$ cat src/rtl/fpmul_result_fifo_if.sv
// fpmul_result_fifo_if: producer/consumer/debug signal bundle for the FP32 multiplier result FIFO.
interface fpmul_result_fifo_if #(
    parameter int DEPTH = 4,
    parameter int CNT_W = 16
);
    localparam int AW = $clog2(DEPTH);
    logic             in_valid;
    logic             in_ready;
    logic [31:0]      fp_z_in;
    logic             ovrf_in;
    logic             udrf_in;
    logic [2:0]       r_mode_in;
    logic             out_valid;
    logic             out_ready;
    logic [31:0]      fp_z_out;
    logic             ovrf_out;
    logic             udrf_out;
    logic [2:0]       r_mode_out;
    logic [AW:0]      count;
    logic             full;
    logic             empty;
    logic             clr_cnt;
    logic [CNT_W-1:0] ovrf_cnt;
    logic [CNT_W-1:0] udrf_cnt;
    logic [CNT_W-1:0] stall_cnt;

    modport master (
        output in_valid, fp_z_in, ovrf_in, udrf_in, r_mode_in, out_ready, clr_cnt,
        input  in_ready, out_valid, fp_z_out, ovrf_out, udrf_out, r_mode_out,
               count, full, empty, ovrf_cnt, udrf_cnt, stall_cnt
    );

    modport slave (
        input  in_valid, fp_z_in, ovrf_in, udrf_in, r_mode_in, out_ready, clr_cnt,
        output in_ready, out_valid, fp_z_out, ovrf_out, udrf_out, r_mode_out,
               count, full, empty, ovrf_cnt, udrf_cnt, stall_cnt
    );
endinterface

$ cat src/rtl/fpmul_result_fifo.sv
// fpmul_result_fifo: first-word-fall-through FIFO capturing FP32 multiplier results,
// with saturating overflow/underflow/stall event counters.
module fpmul_result_fifo #(
    parameter int DEPTH = 4,
    parameter int CNT_W = 16
) (
    input logic              clk,
    input logic              rst,
    fpmul_result_fifo_if.slave bus
);
    localparam int AW = $clog2(DEPTH);

    logic [37:0]      mem_q [DEPTH];
    logic [AW-1:0]    wr_q, wr_d, rd_q, rd_d;
    logic [AW:0]      cnt_q, cnt_d;
    logic [CNT_W-1:0] ovrf_q, ovrf_d, udrf_q, udrf_d, stall_q, stall_d;
    logic             push, pop, full, empty, stall;

    assign empty = cnt_q == '0;
    assign full  = cnt_q == (AW+1)'(DEPTH);
    assign push  = bus.in_valid && !full;
    assign pop   = !empty && bus.out_ready;
    assign stall = bus.in_valid && full;

    // Pointers wrap naturally because DEPTH is a power of two.
    always_comb begin
        wr_d    = push ? wr_q + 1'b1 : wr_q;
        rd_d    = pop ? rd_q + 1'b1 : rd_q;
        cnt_d   = cnt_q + (AW+1)'(push) - (AW+1)'(pop);
        ovrf_d  = bus.clr_cnt ? '0 : (push && bus.ovrf_in && ovrf_q != '1) ? ovrf_q + 1'b1 : ovrf_q;
        udrf_d  = bus.clr_cnt ? '0 : (push && bus.udrf_in && udrf_q != '1) ? udrf_q + 1'b1 : udrf_q;
        stall_d = bus.clr_cnt ? '0 : (stall && stall_q != '1) ? stall_q + 1'b1 : stall_q;
    end

    always_ff @(posedge clk or posedge rst) begin
        if (rst) begin
            wr_q    <= '0;
            rd_q    <= '0;
            cnt_q   <= '0;
            ovrf_q  <= '0;
            udrf_q  <= '0;
            stall_q <= '0;
        end else begin
            wr_q    <= wr_d;
            rd_q    <= rd_d;
            cnt_q   <= cnt_d;
            ovrf_q  <= ovrf_d;
            udrf_q  <= udrf_d;
            stall_q <= stall_d;
        end
    end

    always_ff @(posedge clk) begin
        if (push) mem_q[wr_q] <= {bus.r_mode_in, bus.udrf_in, bus.ovrf_in, bus.fp_z_in};
    end

    assign {bus.r_mode_out, bus.udrf_out, bus.ovrf_out, bus.fp_z_out} = mem_q[rd_q];
    assign bus.in_ready  = !full;
    assign bus.out_valid = !empty;
    assign bus.count     = cnt_q;
    assign bus.full      = full;
    assign bus.empty     = empty;
    assign bus.ovrf_cnt  = ovrf_q;
    assign bus.udrf_cnt  = udrf_q;
    assign bus.stall_cnt = stall_q;

    a_no_push_full:  assert property (@(posedge clk) disable iff (rst) push |-> !full);
    a_no_pop_empty:  assert property (@(posedge clk) disable iff (rst) pop |-> !empty);
    a_count_bounded: assert property (@(posedge clk) disable iff (rst) cnt_q <= (AW+1)'(DEPTH));
endmodule

$ cat src/flat_wrapper.sv
// flat-port wrapper written by rule: the top's interface ports become plain ports
module fpmul_result_fifo_flat 
#(
    parameter int DEPTH = 4,
    parameter int CNT_W = 16
)
  (clk, rst, bus_in_valid, bus_fp_z_in, bus_ovrf_in, bus_udrf_in, bus_r_mode_in, bus_out_ready, bus_clr_cnt, bus_in_ready, bus_out_valid, bus_fp_z_out, bus_ovrf_out, bus_udrf_out, bus_r_mode_out, bus_count, bus_full, bus_empty, bus_ovrf_cnt, bus_udrf_cnt, bus_stall_cnt);
  fpmul_result_fifo_if #(.DEPTH(DEPTH), .CNT_W(CNT_W)) bus_i ();
  input logic clk;
  input logic rst;
  input wire logic [$bits(bus_i.in_valid)-1:0] bus_in_valid;
  input wire logic [$bits(bus_i.fp_z_in)-1:0] bus_fp_z_in;
  input wire logic [$bits(bus_i.ovrf_in)-1:0] bus_ovrf_in;
  input wire logic [$bits(bus_i.udrf_in)-1:0] bus_udrf_in;
  input wire logic [$bits(bus_i.r_mode_in)-1:0] bus_r_mode_in;
  input wire logic [$bits(bus_i.out_ready)-1:0] bus_out_ready;
  input wire logic [$bits(bus_i.clr_cnt)-1:0] bus_clr_cnt;
  output wire logic [$bits(bus_i.in_ready)-1:0] bus_in_ready;
  output wire logic [$bits(bus_i.out_valid)-1:0] bus_out_valid;
  output wire logic [$bits(bus_i.fp_z_out)-1:0] bus_fp_z_out;
  output wire logic [$bits(bus_i.ovrf_out)-1:0] bus_ovrf_out;
  output wire logic [$bits(bus_i.udrf_out)-1:0] bus_udrf_out;
  output wire logic [$bits(bus_i.r_mode_out)-1:0] bus_r_mode_out;
  output wire logic [$bits(bus_i.count)-1:0] bus_count;
  output wire logic [$bits(bus_i.full)-1:0] bus_full;
  output wire logic [$bits(bus_i.empty)-1:0] bus_empty;
  output wire logic [$bits(bus_i.ovrf_cnt)-1:0] bus_ovrf_cnt;
  output wire logic [$bits(bus_i.udrf_cnt)-1:0] bus_udrf_cnt;
  output wire logic [$bits(bus_i.stall_cnt)-1:0] bus_stall_cnt;
  assign bus_i.in_valid = bus_in_valid;
  assign bus_i.fp_z_in = bus_fp_z_in;
  assign bus_i.ovrf_in = bus_ovrf_in;
  assign bus_i.udrf_in = bus_udrf_in;
  assign bus_i.r_mode_in = bus_r_mode_in;
  assign bus_i.out_ready = bus_out_ready;
  assign bus_i.clr_cnt = bus_clr_cnt;
  assign bus_in_ready = bus_i.in_ready;
  assign bus_out_valid = bus_i.out_valid;
  assign bus_fp_z_out = bus_i.fp_z_out;
  assign bus_ovrf_out = bus_i.ovrf_out;
  assign bus_udrf_out = bus_i.udrf_out;
  assign bus_r_mode_out = bus_i.r_mode_out;
  assign bus_count = bus_i.count;
  assign bus_full = bus_i.full;
  assign bus_empty = bus_i.empty;
  assign bus_ovrf_cnt = bus_i.ovrf_cnt;
  assign bus_udrf_cnt = bus_i.udrf_cnt;
  assign bus_stall_cnt = bus_i.stall_cnt;
  fpmul_result_fifo #(.DEPTH(DEPTH), .CNT_W(CNT_W)) u_core (.clk(clk), .rst(rst), .bus(bus_i));
endmodule
$ cat config.mk
export PLATFORM = sky130hd
export DESIGN_NAME = fpmul_result_fifo_flat
export DESIGN_NICKNAME = d
export VERILOG_FILES = /design/src/rtl/fpmul_result_fifo_if.sv /design/src/rtl/fpmul_result_fifo.sv /design/src/flat_wrapper.sv
export SDC_FILE = /design/constraint.sdc
export NUM_CORES = 1
export LEC_CHECK = 0
export ABC_AREA = 0
export ABC_CLOCK_PERIOD_IN_PS = 2100
export BUFFER_PORTS_ARGS = -buffer_cell sky130_fd_sc_hd__buf_2
export CAP_MARGIN = 20
export CORE_AREA = 2 2 142 144
export CTS_CLUSTER_SIZE = 40
export DETAILED_ROUTE_END_ITERATION = 7
export DIE_AREA = 0 0 144 146
export PLACE_DENSITY = 0.79
export SYNTH_ARGS = -nofsm -noshare
export SYNTH_HDL_FRONTEND = slang
export SYNTH_SLANG_ARGS = --single-unit
$ cat constraint.sdc
create_clock -name clk -period 2.1 [get_ports clk]
set_input_delay 0.21 -clock clk [delete_from_list [all_inputs] [get_ports clk]]
set_output_delay 0.21 -clock clk [all_outputs]
set_load 0.01 [all_outputs]
Word-level counts from Yosys, hierarchy flattened. Memories as Yosys holds them, arrays and structs flattened. Cells that the tools add are included.

Add/subtract/negate cells: 7. Eq/ne operators: 4. Mux-type cells: 8. Reduce and logical (&&, ||, !) cells: 14.

Operator list (number): $mux 16 (6); $add 16x1->16 const B (3); $ne 16x16->1 const B (3); $logic_and 1x1->1 (8); $reduce_bool 2->1 (3); $add 2x1->2 const B (2); $add 3x1->3 (1); $eq 3x3->1 const B (1); $logic_not 3->1 (1); $sub 3x1->3 (1); $logic_not 1->1 (2); $mux 1 (2).

Flip-flop bits (word level): 55. Bits in writable memories: 148. Input bits: 42. Output and inout port bits: 92. Word-level logic and storage cells: 40. Memories: 1.

Memories: u_core.mem_q (depth 4, width 37, read ports 1, clocked after memory_dff 0, write ports 1, RTL line fpmul_result_fifo.sv:13) `logic [37:0] mem_q [DEPTH];`.

Logic depth before layout (Yosys ltp). Gate-level depths: netlist of the first run.

Depth in word-level cells: 7. Mapped depth: 8. Gate-level depth less buffers: 7.

Worst setup path before layout of the first run. No wires, ideal clock.

Path type: reg-to-reg. Start: register u_core.cnt_q[2] (netlist: u_core.bus.count[2]). End: memory u_core.mem_q[1][0] (netlist name), enable pin. Library setup time: 398 ps. Arrival: 1959 ps. Data required time: 1702 ps. Slack: -257 ps. Stages on the path, launching flop included: 5. Buffers on the path: 2. Clock period less this slack: 2357 ps. Cells stage by stage: dfrtp_1 > or3b_1 > buf_6 > buf_2 > and3_1.

Word-level cells in the longest chain between the ends: 5.

Ends and longest elaborated chain: start, declared (RTL line fpmul_result_fifo.sv:15) `logic [AW:0] cnt_q, cnt_d;`; start signal, assigned (RTL line fpmul_result_fifo.sv:46) `cnt_q <= cnt_d;`; $eq 3x3->1 (RTL line fpmul_result_fifo.sv:20) `assign full = cnt_q == (AW+1)'(DEPTH);`; $logic_not 1->1; named net bus_in_ready (RTL line flat_wrapper.sv:18) `output wire logic [$bits(bus_i.in_ready)-1:0] bus_in_ready;`; $logic_and 1x1->1 (RTL line fpmul_result_fifo.sv:21) `assign push = bus.in_valid && !full;`; $mux 1 (RTL line fpmul_result_fifo.sv:54) `if (push) mem_q[wr_q] <= {bus.r_mode_in, bus.udrf_in, bus.ovrf_in, bus.fp_z_in};`; $mux 1 (not written as such) (RTL line fpmul_result_fifo.sv:54); end, declared (RTL line fpmul_result_fifo.sv:13).

The timed path passes the listed nets, and every way through them passes these cells.

Final worst setup path of the first run.
Start: register u_core.rd_q[0]. End: output port bus_fp_z_out[11].

Word-level cells in the longest chain between the ends: 1.

Ends and longest elaborated chain: start, declared (RTL line fpmul_result_fifo.sv:14) `logic [AW-1:0] wr_q, wr_d, rd_q, rd_d;`; start signal, assigned (RTL line fpmul_result_fifo.sv:45) `rd_q <= rd_d;`; $mem_v2 4x37; end, declared (RTL line flat_wrapper.sv:20) `output wire logic [$bits(bus_i.fp_z_out)-1:0] bus_fp_z_out;`.

No other way between the ends.

==> impl_metrics.json, run 1 <==
{
  "critical_path_arrival_ns": 1.87,
  "tightest_slew_ns": 0.535,
  "clockRootBuffer": "clkbuf_16",
  "portBuffers": 133,
  "async_flop_share_pct": 27.1,
  "remaining_drc_errors": 0,
  "met3_usage_pct": 3.36,
  "antenna_found_initial": 1,
  "insertion_delay_ns": 0.50,
  "fp-row-count": 51,
  "crit_required_ns": 1.89,
  "seq_area_frac_synth_pct": 67.7,
  "die_y_um": 146,
  "drive_above_1_share_pct": 36.0,
  "dpl.hpwl_um": 11000,
  "min_from": "bus_out_ready",
  "globalRouteOverflowTotal": 0,
  "rrSetupSlack_ns": 0.08,
  "synth-main-ff-cell": "edfxtp_1",
  "antenna_left": 0,
  "hold_viol": 0,
  "synth_area_mm2": 0.00860,
  "final_nets": 780,
  "synthCells": 525,
  "clk_path_buf_depth": 3,
  "area_growth_pct": 29.0,
  "pre_cts_ws_ns": 0.0707,
  "path_max_fanout": 7,
  "final_cell_count_no_fill": 1009,
  "syn_nets": 577,
  "maxSlewHeadroom_pct": 64.0,
  "die_area_mm2": 0.0210,
  "reg2reg_from": "u_core.bus.count[1]$_DFF_PP0_",
  "ys_types": 52,
  "cts_tree": "built",
  "drt_iter0_markers": 298,
  "fin_skew_ns": 0.0143,
  "finalCritPeriodShare_pct": 99.2,
  "start_kind": "register",
  "power_density_mw_per_mm2": 1180,
  "critPathCaptureType": "output pin",
  "cts.sinks": 203,
  "gp_congestion": 0.805,
  "fin_total_pwr_mw": 13.1,
  "first_global_vias": 5432,
  "postSynthAreaPerCell_um2": 16.4,
  "top_usage_layer": "met2",
  "core_mm2": 0.0193,
  "ys_seq_elements": 203,
  "p_leak_nw": 4.23,
  "clkSlewWorstSetupHoldPaths_ns": 0.06,
  "cts-buffers-inserted": 22,
  "yosysWarnings": 0,
  "max_freq_mhz": 480,
  "use_met2_pct": 28.9,
  "report.final.slew_viol_count": 0,
  "vias": 5495,
  "met1_usage_pct": 22.4,
  "diodes": 0,
  "cts_htree_levels": 1,
  "status": "completed",
  "reg2regPathDepth": 6,
  "fin_setup_tns_ns": 0,
  "grtUsageTotal_pct": 16.9,
  "final_area_mm2": 0.0111,
  "grt_pass1_wl_um": 28400,
  "rsz0062_at_grt": "true",
  "grt_max_degree": 38,
  "crit_start": "u_core.rd_q[0]$_DFFE_PP0P_",
  "die_w_um": 144,
  "initial_utilization_pct": 44.5,
  "hold_class": "primary input to register",
  "wl_um": 18400,
  "dp.cells": 924,
  "hold_end": "u_core.rd_q[0]$_DFFE_PP0P_",
  "io_pins": 134,
  "hold_depth": 3,
  "crit_type": "register to output pin",
  "period_minus_slack_ns": 2.08,
  "layout_setup_ws_ns": 0.0162,
  "setup_viol": 0,
  "dpl_cell_area_mm2": 0.00976,
  "via_per_inst": 5.45,
  "synth_edf_count": 148,
  "maxCapViolCount": 0,
  "fill_cells": 1487,
  "drt_pass1_iterations": 5,
  "vdd_drop_max_mv": 0.581,
  "r2r_end": "u_core.bus.count[1]$_DFF_PP0_",
  "wl_per_cell_um": 18.3
}
==> where the power goes <==
group	leakage [nW]	internal, mW	switching (mW)
logic	1.75	1.97	1.86
registers	2.10	5.03	0.219
clock network	0.373	2.50	1.57
total	4.23	9.50	3.65
==> cells in the final DEF, fill, tap and decap left out, drive strengths merged, types with 13 or more instances in the layout <==
| cell | count |
|---|---|
| o31ai | 22 |
| or3 | 13 |
| inv | 17 |
| nand4 | 21 |
| edfxtp | 148 |
| clkbuf | 26 |
| mux4 | 37 |
| nand2 | 19 |
| nand3 | 19 |
| or4 | 21 |
| a21oi | 39 |
| buf | 159 |
| o21ai | 16 |
| dlygate4sd3 | 38 |
| dfrtp | 55 |
==> sequential cells by signal (all words and copies together) (netlist names) <==
name and cells:
u_core.mem_q 148, u_core.bus.udrf_cnt 16, u_core.rd_q 2, u_core.bus.count 3, u_core.wr_q 2, u_core.bus.ovrf_cnt 16, u_core.bus.stall_cnt 16
==> layout make-up <==
class,instances,area (um^2),area share [%]
clock buffer,23,576,5.19
clock inverter,17,204,1.84
inverter,15,56.3,0.507
multi-input combinational,286,2620,23.6
sequential,203,5830,52.5
tap,265,332,2.99
timing repair buffer,200,1490,13.4
==> logic make-up (layout without fill, tap and decap cells) <==
family	Yosys count	after routing	synth area share, %
flip-flops	203	203	67.7
multiplexers	41	41	10.2
AND/OR/NAND/NOR	141	141	11.7
AO/OA/AOI/OAI	89	89	6.27
XOR/XNOR	5	5	0.509
buffers and inverters	36	255	2.11
adder cells (fa/ha/maj)	10	10	1.54
==> worst max-delay path, cell delays in order, from the launching register on <==
cell and delay [ns]:
dfrtp_2 0.37, buf_12 0.15, clkbuf_16 0.17, mux4_2 0.52, buf_2 0.16
==> metal layers <==
| layer | part of all wire, % | routed length [um] |
|---|---|---|
| met4 | 1.2 | 220 |
| met5 | 0.070 | 13 |
| met3 | 6.6 | 1230 |
| met1 | 43 | 7890 |
| met2 | 49 | 9090 |
==> how the worst max path moves through the flow <==
| stage | endpoint | slack (ns) | cells after the start |
|---|---|---|---|
| 3_3_place_gp | u_core.bus.count[2]$_DFF_PP0_ | 0.1 | 7 |
| 6_report | bus_fp_z_out[11] | 0.02 | 4 |
| 5_1_grt | bus_fp_z_out[11] | -0.04 | 4 |
| 3_5_place_dp | u_core.bus.count[1]$_DFF_PP0_ | 0.07 | 6 |
| 4_1_cts | bus_fp_z_out[27] | -0.02 | 3 |
| 2_1_floorplan | u_core.bus.count[1]$_DFF_PP0_ | 0.02 | 6 |
==> stage by stage <==
step | hold slack, ns | utilization, %
global placement | 0.0967 | 50.5
floorplan | 0.309 | -
global route | 0.0296 | 57.4
finish | 0.0342 | 57.4
detailed placement | 0.0963 | 50.5
CTS | 0.0124 | 56.6
==> cells in the mapped netlist, drive strengths merged (2+ instances only) <==
cell / count / area, um^2
mux2i: 2 / 20.0
or4: 21 / 158
nor4b: 2 / 38.8
mux2: 2 / 22.5
and2: 3 / 20.0
nor2: 7 / 26.3
ha: 9 / 113
nor2b: 3 / 18.8
and3: 9 / 56.3
nand3: 19 / 95.1
nand4: 21 / 213
o21ai: 16 / 80.1
o41ai: 2 / 17.5
dfrtp: 55 / 1380
or3: 13 / 81.3
or3b: 2 / 17.5
buf: 14 / 98.8
a211oi: 4 / 30.0
xnor2: 3 / 26.3
nor3: 3 / 15.0
o311ai: 2 / 17.5
and4: 10 / 95.1
edfxtp: 148 / 4440
nand2: 19 / 76.3
clkbuf: 7 / 26.3
nor4: 6 / 67.6
inv: 15 / 56.3
xor2: 2 / 17.5
a21oi: 39 / 195
mux4: 37 / 833
o31ai: 22 / 165
==> what timing repair did <==
item                                    4_1_cts  5_1_grt
hold endpoints to repair                    203        0
resized for setup                             4        6
pin swaps                                     0        0
gates cloned                                  0        4
endpoints found under the setup margin       32       23
hold buffers                                 38        0
buffers inserted                              1        2
(Power assumes the default switching activity.)
==> inputs of run 2 (changes only) <==
- CELL_PAD_IN_SITES_DETAIL_PLACEMENT: default -> 1
- CELL_PAD_IN_SITES_GLOBAL_PLACEMENT: default -> 1
- CORE_AREA: 2 2 142 144 -> 2 2 145 147
- DIE_AREA: 0 0 144 146 -> 0 0 147 149
- MAX_ROUTING_LAYER: default -> met4
- PLACE_DENSITY: 0.79 -> 0.87
- SLEW_MARGIN: default -> 10
==> impl_metrics.json, run 2 (synthesized netlist as in run 1, its figures left out) <==
{
  "clk_path_buf_depth": 3,
  "insertion_delay_ns": 0.49,
  "io_pins": 134,
  "final_cell_count_no_fill": 1016,
  "path_cells": "buf_12 > buf_16 > mux4_2 > buf_6",
  "final-seq-area_mm2": 0.00583,
  "die_y_um": 149,
  "whs_ns": 0.00897,
  "cts-buffers-inserted": 22,
  "slowest_stage": "mux4_2",
  "initial_utilization_pct": 41.8,
  "wl_per_cell_um": 22.5,
  "remaining_drc_errors": 0,
  "path_max_fanout": 9,
  "rrSetupSlack_ns": 0.06,
  "maxSlewHeadroom_pct": 62.4,
  "utilization_pct": 54.4,
  "gp_congestion": 0.862,
  "pre_cts_ws_ns": 0.00635,
  "fin_skew_ns": 0.0134,
  "drt_pass1_iterations": 4,
  "grtUsageTotal_pct": 20.6,
  "period_minus_slack_ns": 2.10,
  "layout_setup_ws_ns": 0.00202,
  "top_register": "u_core.mem_q",
  "final_area_mm2": 0.0112,
  "tightest_slew_ns": 0.563,
  "cts_tree": "built",
  "first_global_vias": 6169,
  "report.final.slew_viol_count": 0,
  "max_freq_mhz": 477,
  "critical_path_arrival_ns": 1.89,
  "rsz0062_at_grt": "true",
  "hold_class": "primary input to register",
  "core_mm2": 0.0206,
  "vias": 5656,
  "layout_common_cells": "edfxtp_1 (148), buf_2 (104), dfrtp_1 (51)",
  "r2r_end": "u_core.bus.count[2]$_DFF_PP0_",
  "maxCapViolCount": 0,
  "critPathCapture": "bus_fp_z_out[12]",
  "globalRouteOverflowTotal": 0,
  "portBuffers": 133,
  "final_nets": 779,
  "grt_pass1_wl_um": 34300,
  "crit_start": "u_core.rd_q[0]$_DFFE_PP0P_",
  "antenna_left": 0,
  "drt_iter0_markers": 250,
  "p_leak_nw": 4.24,
  "vdd_drop_max_mv": 0.530,
  "wl_um": 22900,
  "final_common_cell": "edfxtp_1",
  "cts_htree_levels": 1,
  "min_from": "bus_udrf_in",
  "dpl.hpwl_um": 14000,
  "area_growth_pct": 30.0,
  "fill_cells": 1991,
  "clkSlewWorstSetupHoldPaths_ns": 0.06,
  "drive_above_1_share_pct": 36.0,
  "clockRootBuffer": "clkbuf_16",
  "diodes": 0,
  "via_per_inst": 5.57,
  "hold_viol": 0,
  "critPathCaptureType": "output pin",
  "setup_viol": 0,
  "power_density_mw_per_mm2": 1210,
  "status": "completed",
  "die_area_mm2": 0.0219,
  "reg2reg_from": "u_core.bus.count[1]$_DFF_PP0_",
  "largest_reg_flops": 148,
  "reg2regPathDepth": 7,
  "grt_max_degree": 38,
  "crit_type": "register to output pin",
  "antenna_found_initial": 0,
  "fin_setup_tns_ns": 0,
  "dp.cells": 934,
  "cts.sinks": 203,
  "crit_required_ns": 1.89,
  "fin_total_pwr_mw": 13.6,
  "start_kind": "register",
  "multi_input_area_mm2": 0.00262,
  "finalCritPeriodShare_pct": 99.9,
  "max_stage_delay_ns": 0.56,
  "die_w_um": 147,
  "fp-row-count": 53,
  "dpl_cell_area_mm2": 0.00975
}
==> run 2: cell count changes in the layout (fill, tap and decap cells not counted), sizes merged <==
cell         change
bufinv           -1
clkinv           +1
dlygate4sd3      -1
inv              -2
==> run 2: where the power goes <==
group | switching, mW | internal (mW)
Combinational | 2.07 | 2.28
Sequential | 0.269 | 5.04
Clock | 1.54 | 2.35
Total | 3.88 | 9.68
==> run 2: cell type report <==
cell class              count  share of cell area [%]
repair buffers            199                    14.4
multi-input cells         286                    23.4
well taps                 275                    3.08
clock inverters            15                    1.41
inverters                  15                   0.503
clock buffers              23                    5.15
flip-flops and latches    203                    52.1
==> run 2: metal layers <==
metal	GRT usage, %	share of wire, %	vias to the layer above
li1	-	-	2547
met1	25.5	41	2923
met2	36.9	53	157
met3	2.94	4.9	29
met4	3.89	1.3	0
met5	-	0	-
==> run 2: how the worst min path moves through the flow <==
stage / depth (start not counted) / slack [ns] / to
2_1_floorplan: 0 / 0.31 / u_core.mem_q[0][0]$_DFFE_PP_
3_3_place_gp: 2 / 0.28 / u_core.bus.ovrf_cnt[4]$_DFFE_PP0P_
3_5_place_dp: 2 / 0.31 / u_core.bus.ovrf_cnt[7]$_DFFE_PP0P_
4_1_cts: 1 / 0.003 / u_core.mem_q[3][33]$_DFFE_PP_
5_1_grt: 1 / 0.008 / u_core.mem_q[3][33]$_DFFE_PP_
6_report: 1 / 0.009 / u_core.mem_q[3][33]$_DFFE_PP_
==> run 2: timing repair <==
action,4_1_cts,5_1_grt
endpoints found under the setup margin,38,39
gates cloned,1,4
endpoints found under the hold margin,166,0
gates resized for setup,15,20
pin swaps,0,1
hold buffers,37,0
setup buffers,1,1
==> run 2: critical path: cells and delay by family (launching register included) <==
family                 cells  cell delay (ns)
buffers and inverters      3             0.46
multiplexers               1             0.56
flip-flops                 1             0.37
